`src/rtl/kitt_pkg.sv`:
```
// Shared definitions for the KITT scanner: mode and direction encodings
// plus the PWM counter width used by the optional tail (KITT_TAIL_EN).
package kitt_pkg;

  typedef enum logic [1:0] {
    MODE_BOUNCE    = 2'b00,
    MODE_WRAP_UP   = 2'b01,
    MODE_WRAP_DOWN = 2'b10,
    MODE_HOLD      = 2'b11
  } mode_e;

  typedef enum logic {
    DIR_UP   = 1'b0,
    DIR_DOWN = 1'b1
  } dir_e;

  localparam int PWM_W = 8;

endpackage

```
`src/rtl/kitt_tick_gen.sv`:
```
// Step-period generator: counts BASE>>SPEED cycles while enabled and
// raises i_tick-consumers' tick in the terminal-count cycle.
module kitt_tick_gen
  import kitt_pkg::*;
#(
  parameter int BASE = 4
) (
  input  logic       i_clk,
  input  logic       i_rst_n,
  input  logic       i_en,
  input  logic [1:0] i_speed,
  output logic       o_tick
);

  localparam int CW = ($clog2(BASE + 1) < 1) ? 1 : $clog2(BASE + 1);

  logic [CW-1:0] r_count;
  logic [CW-1:0] w_term;
  logic [31:0]   w_period;

  // A shifted-away period still has to tick, so it never drops below one cycle.
  always_comb begin
    w_period = 32'(BASE) >> i_speed;
    if (w_period == 32'd0) w_period = 32'd1;
    w_term = CW'(w_period - 32'd1);
  end

  assign o_tick = i_en && (r_count >= w_term);

  always_ff @(posedge i_clk) begin
    if (!i_rst_n) begin
      r_count <= '0;
    end else if (i_en) begin
      r_count <= o_tick ? '0 : r_count + CW'(1);
    end
  end

endmodule

```
`src/rtl/kitt_scanner.sv`:
```
// KITT-style LED scanner. Define KITT_TAIL_EN to add a PWM-faded tail of
// TAIL_LEN previous head positions; otherwise LED_OUT is one-hot at POS.
module kitt_scanner
  import kitt_pkg::*;
#(
  parameter int CLK_FREQ = 12_000_000,
  parameter int STEP_MS  = 200,
  parameter int N_LEDS   = 8,
  parameter int TAIL_LEN = 3
) (
  input  logic                      CLK,
  input  logic                      RST_N,
  input  logic                      EN,
  input  logic [1:0]                MODE,
  input  logic [1:0]                SPEED,
  output logic [N_LEDS-1:0]         LED_OUT,
  output logic [$clog2(N_LEDS)-1:0] POS,
  output logic                      STEP
);

  localparam int BASE = (CLK_FREQ / 1000) * STEP_MS;
  localparam int PW   = $clog2(N_LEDS);
  localparam logic [PW-1:0] LAST = PW'(N_LEDS - 1);

  logic              w_tick;
  logic [PW-1:0]     r_pos;
  dir_e              r_dir;
  logic [PW-1:0]     w_nextPos;
  dir_e              w_nextDir;
  mode_e             w_mode;
  logic [N_LEDS-1:0] w_led;

  kitt_tick_gen #(.BASE(BASE)) u_tick (
    .i_clk   (CLK),
    .i_rst_n (RST_N),
    .i_en    (EN),
    .i_speed (SPEED),
    .o_tick  (w_tick)
  );

  assign w_mode = mode_e'(MODE);

  // Mode is only looked at on a tick; bounce inherits whatever dir is current.
  always_comb begin
    w_nextPos = r_pos;
    w_nextDir = r_dir;
    if (w_tick) begin
      case (w_mode)
        MODE_BOUNCE: begin
          if (r_dir == DIR_UP) begin
            if (r_pos == LAST) begin
              w_nextDir = DIR_DOWN;
              w_nextPos = r_pos - PW'(1);
            end else begin
              w_nextPos = r_pos + PW'(1);
            end
          end else begin
            if (r_pos == '0) begin
              w_nextDir = DIR_UP;
              w_nextPos = PW'(1);
            end else begin
              w_nextPos = r_pos - PW'(1);
            end
          end
        end
        MODE_WRAP_UP: begin
          w_nextDir = DIR_UP;
          w_nextPos = (r_pos == LAST) ? '0 : r_pos + PW'(1);
        end
        MODE_WRAP_DOWN: begin
          w_nextDir = DIR_DOWN;
          w_nextPos = (r_pos == '0) ? LAST : r_pos - PW'(1);
        end
        default: begin
          w_nextPos = r_pos;
          w_nextDir = r_dir;
        end
      endcase
    end
  end

`ifdef KITT_TAIL_EN
  logic [PW-1:0]       r_hist     [TAIL_LEN];
  logic [TAIL_LEN-1:0] r_histVld;
  logic [PWM_W-1:0]    r_pwm;
  logic [PW-1:0]       w_nextHist [TAIL_LEN];
  logic [TAIL_LEN-1:0] w_nextVld;

  // History only shifts when the head actually moves, so hold keeps it intact.
  always_comb begin
    w_nextHist = r_hist;
    w_nextVld  = r_histVld;
    if (w_nextPos != r_pos) begin
      for (int k = TAIL_LEN - 1; k > 0; k--) begin
        w_nextHist[k] = r_hist[k-1];
        w_nextVld[k]  = r_histVld[k-1];
      end
      w_nextHist[0] = r_pos;
      w_nextVld[0]  = 1'b1;
    end
  end

  always_comb begin
    w_led = '0;
    for (int k = 0; k < TAIL_LEN; k++) begin
      if (w_nextVld[k] && ({1'b0, r_pwm} < (PWM_W + 1)'((1 << PWM_W) >> (k + 1)))) begin
        w_led[w_nextHist[k]] = 1'b1;
      end
    end
    w_led[w_nextPos] = 1'b1;
  end

  always_ff @(posedge CLK) begin
    if (!RST_N) begin
      r_pwm     <= '0;
      r_histVld <= '0;
      r_hist    <= '{default: '0};
    end else begin
      r_pwm     <= r_pwm + PWM_W'(1);
      r_hist    <= w_nextHist;
      r_histVld <= w_nextVld;
    end
  end
`else
  always_comb w_led = N_LEDS'(1) << w_nextPos;
`endif

  always_ff @(posedge CLK) begin
    if (!RST_N) begin
      r_pos   <= '0;
      r_dir   <= DIR_UP;
      LED_OUT <= N_LEDS'(1);
      STEP    <= 1'b0;
    end else begin
      r_pos   <= w_nextPos;
      r_dir   <= w_nextDir;
      LED_OUT <= w_led;
      STEP    <= w_tick;
    end
  end

  assign POS = r_pos;

endmodule

```
`config.mk`:
```
export PLATFORM = sky130hd
export DESIGN_NAME = kitt_scanner
export DESIGN_NICKNAME = d
export VERILOG_FILES = /design/src/rtl/kitt_pkg.sv /design/src/rtl/kitt_tick_gen.sv /design/src/rtl/kitt_scanner.sv
export SDC_FILE = /design/constraint.sdc
export NUM_CORES = 1
export LEC_CHECK = 0
export CAP_MARGIN = 10
export CORE_UTILIZATION = 52
export CTS_CLUSTER_DIAMETER = 30
export DETAILED_ROUTE_END_ITERATION = 12
export PLACE_DENSITY_LB_ADDON = 0.2
export RECOVER_POWER = 100
export SYNTH_ARGS = -nofsm -noshare
export SYNTH_HDL_FRONTEND = slang
export SYNTH_SLANG_ARGS = --single-unit
```
`constraint.sdc`:
```
create_clock -name CLK -period 3.2 [get_ports CLK]
set_clock_uncertainty 0.2 [all_clocks]
set_input_delay 0.96 -clock CLK [delete_from_list [all_inputs] [get_ports CLK]]
set_output_delay 0.96 -clock CLK [all_outputs]
set_load 0.03 [all_outputs]
```
======== Word-level counts from Yosys, hierarchy flattened ========
Cells that the tools add are included.
Widths: inputs -> output; s select.
cells by class
  add/subtract/negate cells ............... 4
  $mul .................................... 0
  div/mod/pow operators ................... 0
  $lt $le $gt $ge ......................... 1
  equality and inequality tests ........... 3
  shift operators ......................... 2
  multiplexer cells ....................... 13
  bitwise operators ....................... 0
  reduce and logical (&&, ||, !) cells .... 6
operators by type and width
  operator               count
  $mux 22                2
  $logic_not 32->1       1
  $shr 22x2->32 const A  1
  $add 22x1->22 const B  1
  $ge 22x22->1           1
  $sub 22x1->22 const B  1
  $mux 3                 6
  $pmux 3 s3             1
  $shl 1x3->8 const A    1
  $add 3x1->3 const B    1
  $eq 3x3->1 const B     1
  $logic_not 3->1        1
  $mux 1                 3
  $pmux 1 s3             1
  $reduce_bool 3->1      1
  $sub 3x1->3 const B    1
  $eq 2x1->1 const B     1
  $eq 2x2->1 const B     1
  $logic_not 2->1        1
  $reduce_and 2->1       1
  $logic_and 1x1->1      1
word-level totals
  flip-flop bits (word level) ............. 35
  bits in latches ......................... 0
  memory bits (writable) .................. 0
  memory bits (read-only) ................. 0
  memories kept ........................... 0

======== Depth between registers and ports, before layout ========
Gate-level depths: netlist (run 1).
  depth in word-level cells ............... 8
  gate-level depth with buffers ........... 11
  mapped depth without buffers ............ 10

======== Cells and area by module ========
A second synthesis (run 1) with hierarchy kept.
unflattened totals
  cell total of the unflattened synthesis .. 246
  area total of the unflattened synthesis .. 2,307.2 µm²
by module, submodules not included
  module         instances  cells an instance  area each (µm²)  seq. area each (µm²)
  kitt_tick_gen  1          165                1,562.7          440.4
  kitt_scanner   1          81                 744.5            260.2

======== Worst setup path after synthesis (run 1) ========
No wires, ideal clock.
  path kind ............................... in2reg
  start point ............................. in SPEED[0]
  end point ............................... reg u_tick.r_count[0]
  library setup time ...................... 0.115 ns
  data arrival time ....................... 2.950 ns
  setup slack ............................. -0.065 ns
  cell stages on the path ................. 10
  path buffers ............................ 1
  cell sequence ........................... inv_1 > ha_1 > ha_1 > and4_2 > nand2_1 > or4_4 > o211a_2 > o21ai_4 > buf_6 > nor2_1
on the way
  longest elaborated chain between the ends .. 7
RTL lines
  what                    line                 text
  start: declaration      kitt_scanner.sv:15   input logic [1:0] SPEED,
  $shr 22x2->32 *         kitt_tick_gen.sv:23  w_period = 32'(BASE) >> i_speed;
  $logic_not 32->1        kitt_tick_gen.sv:24  if (w_period == 32'd0) w_period = 32'd1;
  $mux 22 *               kitt_tick_gen.sv:24
  $sub 22x1->22 *         kitt_tick_gen.sv:25  w_term = CW'(w_period - 32'd1);
  $ge 22x22->1 *          kitt_tick_gen.sv:28  assign o_tick = i_en && (r_count >= w_term);
  $logic_and 1x1->1 *     kitt_tick_gen.sv:28
  $mux 22 *               kitt_tick_gen.sv:34  r_count <= o_tick ? '0 : r_count + CW'(1);
  end signal: assignment  kitt_tick_gen.sv:34
  end: declaration        kitt_tick_gen.sv:17  logic [CW-1:0] r_count;
Every way passes the cells marked *; elsewhere a longest branch is shown, timed or not.
A chain may end at the register's enable or synchronous reset.

======== Worst setup path in the final report (run 1) ========
  start point ............................. in SPEED[1]
  end point ............................... reg u_tick.r_count[19]
The elaborated chain is that of the path after synthesis.

==> summary.txt, run 1 <==
Floorplanning
  – Site Rows: 23
  – Die area: 4623 sq um
  – Die X-Extent: between 60 and 70 microns
  – Core area: 4086 sq um
  – Initial Utilization: 55.42%
  – Die Span Y: 68.00 microns
  – Io pins: 19

GRT
  – Number of global-route vias before repair: 1867
  – First-pass GRT wire length: around 9000 microns
  – GRT overflow: 0
  – Number of antenna violations at the first check in global routing: 0
  – Total GRT Usage: roughly a quarter
  – Maximum number of pins on one net before global-route repair: 14

Run
  – MaxCap Viol Count: 0

Synth
  – Synth Warn #: 0
  – Mean post-synth cell area: 8.812 sq um
  – Post-synth EDFFs: 0
  – Seq/Total Area, Yosys: 30.94%
  – Syn Inst Count: 257
  – Syn_nets: between 200 and 300
  – Flops & latches, synth: 35
  – Syn Std Cell Area: roughly 2300 sq um
  – Netlist cell types: 39
  – Share of flip-flops with an asynchronous set or reset: 0%
  – Main synth FF type: dfxtp_1

Power
  – Leakage: roughly 1.3 nW
  – Worst VDD drop: around 180 uV
  – Total power per unit cell area: 324.2 nW/um^2

STA
  – Fmax achieved: 0.3182 GHz
  – Final hold vios: 0
  – Period minus WS final: roughly 3.1 ns
  – Setup violators final: 0
  – Max-slew violations: 0
  – Period utilisation layout: between 90% and 100%
  – RSZ-0062 raised after global routing: yes
  – Slew HR: 68.29%
  – Slew @ Worst Pin: 0.4742 ns
  – Setup TNS: 0 ns

Clock network
  – Clk_lat worst skew: 0.29 ns
  – Clk slew on worst S/H paths: 0.07 ns
  – CTS Sinks: 35
  – CTS root buf: clkbuf_8
  – Max clock buf depth: 2
  – CTS tree: done
  – CTS H-Tree Depth: 2
  – CTS Buf Count: 5

Layout
  – Share of cells above drive strength 1: 17.01%
  – Antenna diode instance count: 0
  – Final nets: 333
  – Area Overhead vs Synth: 24.53%
  – Core Util, Final: 69.01%

Detailed routing
  – Final WL: 5591 microns
  – Vias per cell: between 5 and 6
  – Routed Antenna Nets: 0
  – Vias: slightly below 2000
  – DRT iter0 DRCs: 113
  – DRC: 0
  – Mean routed wirelength per cell: approximately 16 microns
  – DRT Pass-1 Iters: 4

Critical path
  – Crit-path max FO: 11
  – Crit path launch type: primary input
  – Crit end category: flip-flop
  – Crit path DAT: 3.13 ns
  – Setup CP Type: primary input to flip-flop
  – Worst EP required: about 3.2 ns

Status
  – Outcome: finished clean

Hold path
  – Hold Path Class: flip-flop to flip-flop

Placed design
  – Port-buffer cells: 18
  – RD Place Congestion: 0.9277
  – Post-detail-place hpwl: 3609 microns
-- cells in the mapped netlist, types with 2 or more instances --
cell / n / area, sq um
o21ai_0: 9 / 45.04
buf_6: 5 / 56.30
dfxtp_1: 35 / 700.7
nand4_1: 7 / 43.79
o41ai_1: 2 / 17.52
ha_1: 33 / 412.9
and3_1: 6 / 37.54
mux2i_1: 7 / 70.07
and2_1: 2 / 12.51
nor3_1: 5 / 25.02
o211a_1: 3 / 30.03
a21oi_1: 11 / 55.05
nor2b_1: 5 / 31.28
and4_1: 2 / 17.52
inv_1: 17 / 63.81
a31oi_1: 2 / 12.51
xnor2_1: 6 / 52.55
xor2_1: 15 / 131.4
nand2_1: 18 / 67.56
nor2_1: 29 / 108.9
and4_2: 2 / 20.02
nand3_1: 19 / 95.09
-- layout make-up --
type	count	area, sq um
fillers	310	1266
repair buffers	34	329.1
flip-flops and latches	35	700.7
clock inverters	1	7.507
clock buffers	7	96.34
well taps	50	62.56
inverters	17	71.32
multi-input cells	200	1553
-- routing by layer --
metal	vias up	wire, microns	global-route usage (%)
li1	976	-	-
met1	945	2596	32.66
met2	43	2693	44.49
met3	13	186	5.333
met4	0	114	8.594
met5	-	0	0
-- cell families after synthesis --
family                     after synthesis  synth area share, %
DFF                                     35                30.94
xor gates and xnor gates                21                8.122
buffers and inverters                   22                5.304
adders and majority gates               33                18.23
muxes                                    7                3.094
AOI/OAI and AO/OA                       37                11.33
and+or+nand+nor                        102                22.98
-- power by group --
group | internal [mW] | switching, mW
Combinational | 0.0499 | 0.0581
Sequential | 0.438 | 0.00300
Clock | 0.196 | 0.170
-- flip-flops by register name, indices dropped and copies added, names as in the netlist --
signal / cells
r_dir: 1
POS: 3
LED_OUT: 8
u_tick.r_count: 22
STEP: 1
-- cells in the final DEF (no fill, tap or decap), drive strengths merged, types with 2 or more instances in the layout --
cell	Yosys	layout
xor2	15	15
and4	4	4
mux2i	7	7
xnor2	6	6
dfxtp	35	35
inv	17	15
nor2	29	29
clkinvlp	0	3
nand4	7	7
o41ai	2	2
nor2b	5	5
nor3	5	5
o211a	4	4
or4	2	2
and3	7	7
nand3	19	19
and2	2	2
buf	5	18
a21oi	11	11
ha	33	33
clkdlybuf4s50	0	4
o21ai	10	10
nand2	18	18
clkbuf	0	7
a31oi	2	2
dlygate4sd3	0	12
-- repair_timing --
item                                    4_1_cts  5_1_grt
gates resized for setup                      28        8
endpoints found under the setup margin       35       29
buffers inserted                              3        2
pin swaps                                     3        6
hold buffers                                  0        0
cloned                                        2        0
-- worst paths after layout --
path	start	endpoint	slack, ns	cells after the start
setup reg to reg	POS[1]	LED_OUT[0]	0.54	9
hold reg to reg	u_tick.r_count[1]	u_tick.r_count[1]	0.36	2
hold / removal	u_tick.r_count[1]	u_tick.r_count[1]	0.36	2
setup / recovery	SPEED[1]	u_tick.r_count[19]	0.06	11
-- critical path: stages --
cell	delay [ns]
buf_8	0.08
clkinvlp_4	0.13
ha_4	0.29
ha_4	0.27
and4_4	0.22
nand2_2	0.05
or4_4	0.50
o211a_4	0.19
o21ai_4	0.21
buf_8	0.17
nor2_1	0.06
-- per-stage QoR --
step / setup WS (ns) / std cells / area (sq um) / hold WS [ns] / total power, mW
CTS: -0.01282 / 345 / 2860 / 0.3555 / 0.9195
finish: 0.05685 / 344 / 2820 / 0.3554 / 0.9144
floorplan: 0.07144 / 257 / 2297 / 0.2855 / 0.5084
global route: -0.02459 / 344 / 2820 / 0.3654 / 0.9400
global placement: -0.6882 / 332 / 2586 / 0.3086 / 0.5388
detailed placement: -0.7514 / 332 / 2586 / 0.3328 / 0.5416
Power figures use the tool's default switching activity.
==> run 2, diff against run 1 <==
--- a/config.mk
+++ b/config.mk
@@ -6,6 +6,7 @@
 export NUM_CORES = 1
 export LEC_CHECK = 0
 export CAP_MARGIN = 10
+export CORE_ASPECT_RATIO = 0.6
 export CORE_UTILIZATION = 52
 export CTS_CLUSTER_DIAMETER = 30
 export DETAILED_ROUTE_END_ITERATION = 12
==> run 2 against run 1 <==
Against the previous run: the flow now finishes with violations (negative setup slack); routed wire length grew 6.2%; die area is 0.18% higher; first-iteration DRC count grew 55%; worst setup slack worse by 0.095 ns; largest power group unchanged.
==> summary.txt, run 2 (synthesis gave the netlist of run 1 again) <==
Status
  – Outcome: finished with violations
  – Failing checks: negative setup slack

Layout
  – Most frequent cells in the layout: dfxtp_1, ha_1, nand3_1, nor2_1, buf_4
  – Area Overhead vs Synth: 32.71%
  – Fillers: 304
  – Core Util, Final: between 70% and 80%
  – Share of cells above drive strength 1: ~22%
  – Most common cell after layout, fill and taps aside: dfxtp_1
  – Reg area: 700.7 sq um
  – Post-route cell area: approximately 3000 sq um
  – Final nets: approximately 340
  – Largest register FFs: 22
  – Register with the most flip-flops: u_tick.r_count
  – Antenna diode instance count: 0
  – Total area of multi-input combinational cells: 1650 sq um

Clock network
  – CTS Sinks: 35
  – CTS tree: done
  – CTS H-Tree Depth: 2
  – CTS root buf: clkbuf_8
  – CTS Buf Count: 5
  – Clk slew on worst S/H paths: 0.07 ns
  – Clk_lat worst skew: between 0.2 and 0.3 ns
  – Hold buffers post-CTS: 0
  – Max clock buf depth: 2

Critical path
  – R2r setup slk: 0.62 ns
  – Crit path launch type: primary input
  – Worst EP required: 3.18 ns
  – Setup CP Type: primary input to flip-flop
  – FF-to-FF Start: POS[2]
  – Reg2Reg Depth: 8
  – CP delay by family, top: simple AND/OR/NAND/NOR gates
  – Crit-path max FO: 6
  – Crit path cell chain: buf_8 -> clkinvlp_4 -> ha_4 -> ha_4 -> and4_4 -> nand2_2 -> or4_4 -> o211a_4 -> o21ai_4 -> buf_8 -> nor2_2
  – Worst-path cell with the longest stage delay: or4_4
  – Crit end category: flip-flop
  – Crit path DAT: approximately 3.2 ns
  – R2R Path End: LED_OUT[0]
  – Crit path buffers/inverters: 3
  – Peak per-stage delay on the critical path: between 0.5 and 0.6 ns

Placed design
  – Pre-CTS setup slack: -0.8321 ns
  – Port-buffer cells: 18
  – Post-detail-place hpwl: about 3900 microns
  – RD Place Congestion: 0.8628
  – Placed instance area: 2641 sq um

Floorplanning
  – Die X-Extent: 87.20 microns
  – Initial Utilization: 54.65%
  – Site Rows: 18
  – Io pins: 19
  – Core area: 4144 sq um
  – Die area: around 4600 sq um
  – Die Span Y: 53.12 microns

Run
  – MaxCap Viol Count: 0

STA
  – Period utilisation layout: 101.2%
  – RSZ-0062 raised after global routing: yes
  – Final setup margin: -0.03806 ns
  – Setup violators final: 24
  – Max-slew violations: 0
  – Period minus WS final: 3.238 ns
  – Final hold vios: 0
  – Slew HR: about 67%
  – Fmax achieved: roughly 0.31 GHz
  – Slew @ Worst Pin: 0.5009 ns

Hold path
  – Worst Hold Path EP: u_tick.r_count[16]
  – Hold_sp: u_tick.r_count[16]
  – Hold Path Class: flip-flop to flip-flop
  – Hold-critical path depth: 2

GRT
  – Total GRT Usage: 27.84%
  – First-pass GRT wire length: roughly 9400 microns
  – GRT overflow: 0
  – Maximum number of pins on one net before global-route repair: 14
  – Number of antenna violations at the first check in global routing: 0
  – Number of global-route vias before repair: 1860

Detailed routing
  – DRT Pass-1 Iters: 4
  – Routed Antenna Nets: 0
  – Vias per cell: between 5 and 6
  – Vias: 1990
  – DRT iter0 DRCs: 175
  – Final WL: 5938 microns
  – DRC: 0
  – Mean routed wirelength per cell: 16.40 microns

Power
  – Leakage: between 1 and 1.5 nW
  – Total power per unit cell area: a little under 300 nW/um^2
  – Worst VDD drop: just under 300 uV
  – Power, Total: around 890 uW
## run 2: cell types whose count changed in the layout (fill, tap and decap cells not counted), sizes merged
| cell | delta |
|---|---|
| clkinv | +1 |
| clkinvlp | -1 |
| clkbuf | -1 |
| buf | +9 |
## run 2: what timing repair did
action | in CTS | in global routing
gates resized for setup | 45 | 13
setup endpoints to repair | 35 | 32
pin swaps | 14 | 9
buffers inserted | 7 | 3
cloned | 2 | 0
## run 2: area by class of cell
cell class,count,share of cell area [%]
multi-input cells,200,54.91
flip-flops and latches,35,23.31
repair buffers,43,13.99
clock buffers,6,2.748
well taps,60,2.498
inverters,17,2.373
clock inverters,1,0.1665
## run 2: per-stage QoR
stage                     std cells  TNS (ns)  hold WS (ns)
after floorplan                 257         0        0.2855
after global placement          346    -20.70        0.3037
after detailed placement        346    -23.36        0.3228
after CTS                       362   -0.5335        0.3604
after global routing            362    -2.137        0.3837
final                           362   -0.4477        0.3614
## run 2: power breakdown
group / total (mW) / internal [mW] / switching [mW]
logic: 0.124 / 0.0567 / 0.0672
registers: 0.441 / 0.438 / 0.00303
clock network: 0.322 / 0.169 / 0.154
total: 0.887 / 0.664 / 0.224
## run 2: worst register-to-register path, cell delays in order, from the launching register on
cell	delay, ns
dfxtp_1	0.54
inv_1	0.18
ha_1	0.33
nor2b_1	0.05
nor3_1	0.17
o221ai_1	0.17
or4_1	0.54
o21ai_0	0.24
a21o_1	0.11
## run 2: how the worst max path moves through the flow
stage	startpoint	to	slack (ns)	cells after the start
after floorplan	SPEED[1]	u_tick.r_count[0]	0.07	10
after global placement	SPEED[0]	LED_OUT[3]	-0.72	10
after detailed placement	SPEED[0]	LED_OUT[3]	-0.83	9
after CTS	SPEED[0]	u_tick.r_count[6]	-0.03	12
after global routing	SPEED[0]	u_tick.r_count[8]	-0.09	11
final	SPEED[0]	u_tick.r_count[8]	-0.04	11
## run 2: routing by layer
| metal | global-route usage (%) | share of wire [%] | vias up |
|---|---|---|---|
| li1 | - | - | 987 |
| met1 | 39.77 | 50 | 913 |
| met2 | 40.81 | 41 | 80 |
| met3 | 6.552 | 7.3 | 10 |
| met4 | 9.563 | 1.6 | 0 |
| met5 | 0 | 0 | - |
==> run 3, diff against run 2 <==
--- a/config.mk
+++ b/config.mk
@@ -12,6 +12,7 @@
 export DETAILED_ROUTE_END_ITERATION = 12
 export PLACE_DENSITY_LB_ADDON = 0.2
 export RECOVER_POWER = 100
+export SLEW_MARGIN = 0
 export SYNTH_ARGS = -nofsm -noshare
 export SYNTH_HDL_FRONTEND = slang
 export SYNTH_SLANG_ARGS = --single-unit
==> results of run 3 <==
Same layout as run 2: the final DEF is identical, and so are final timing and power.
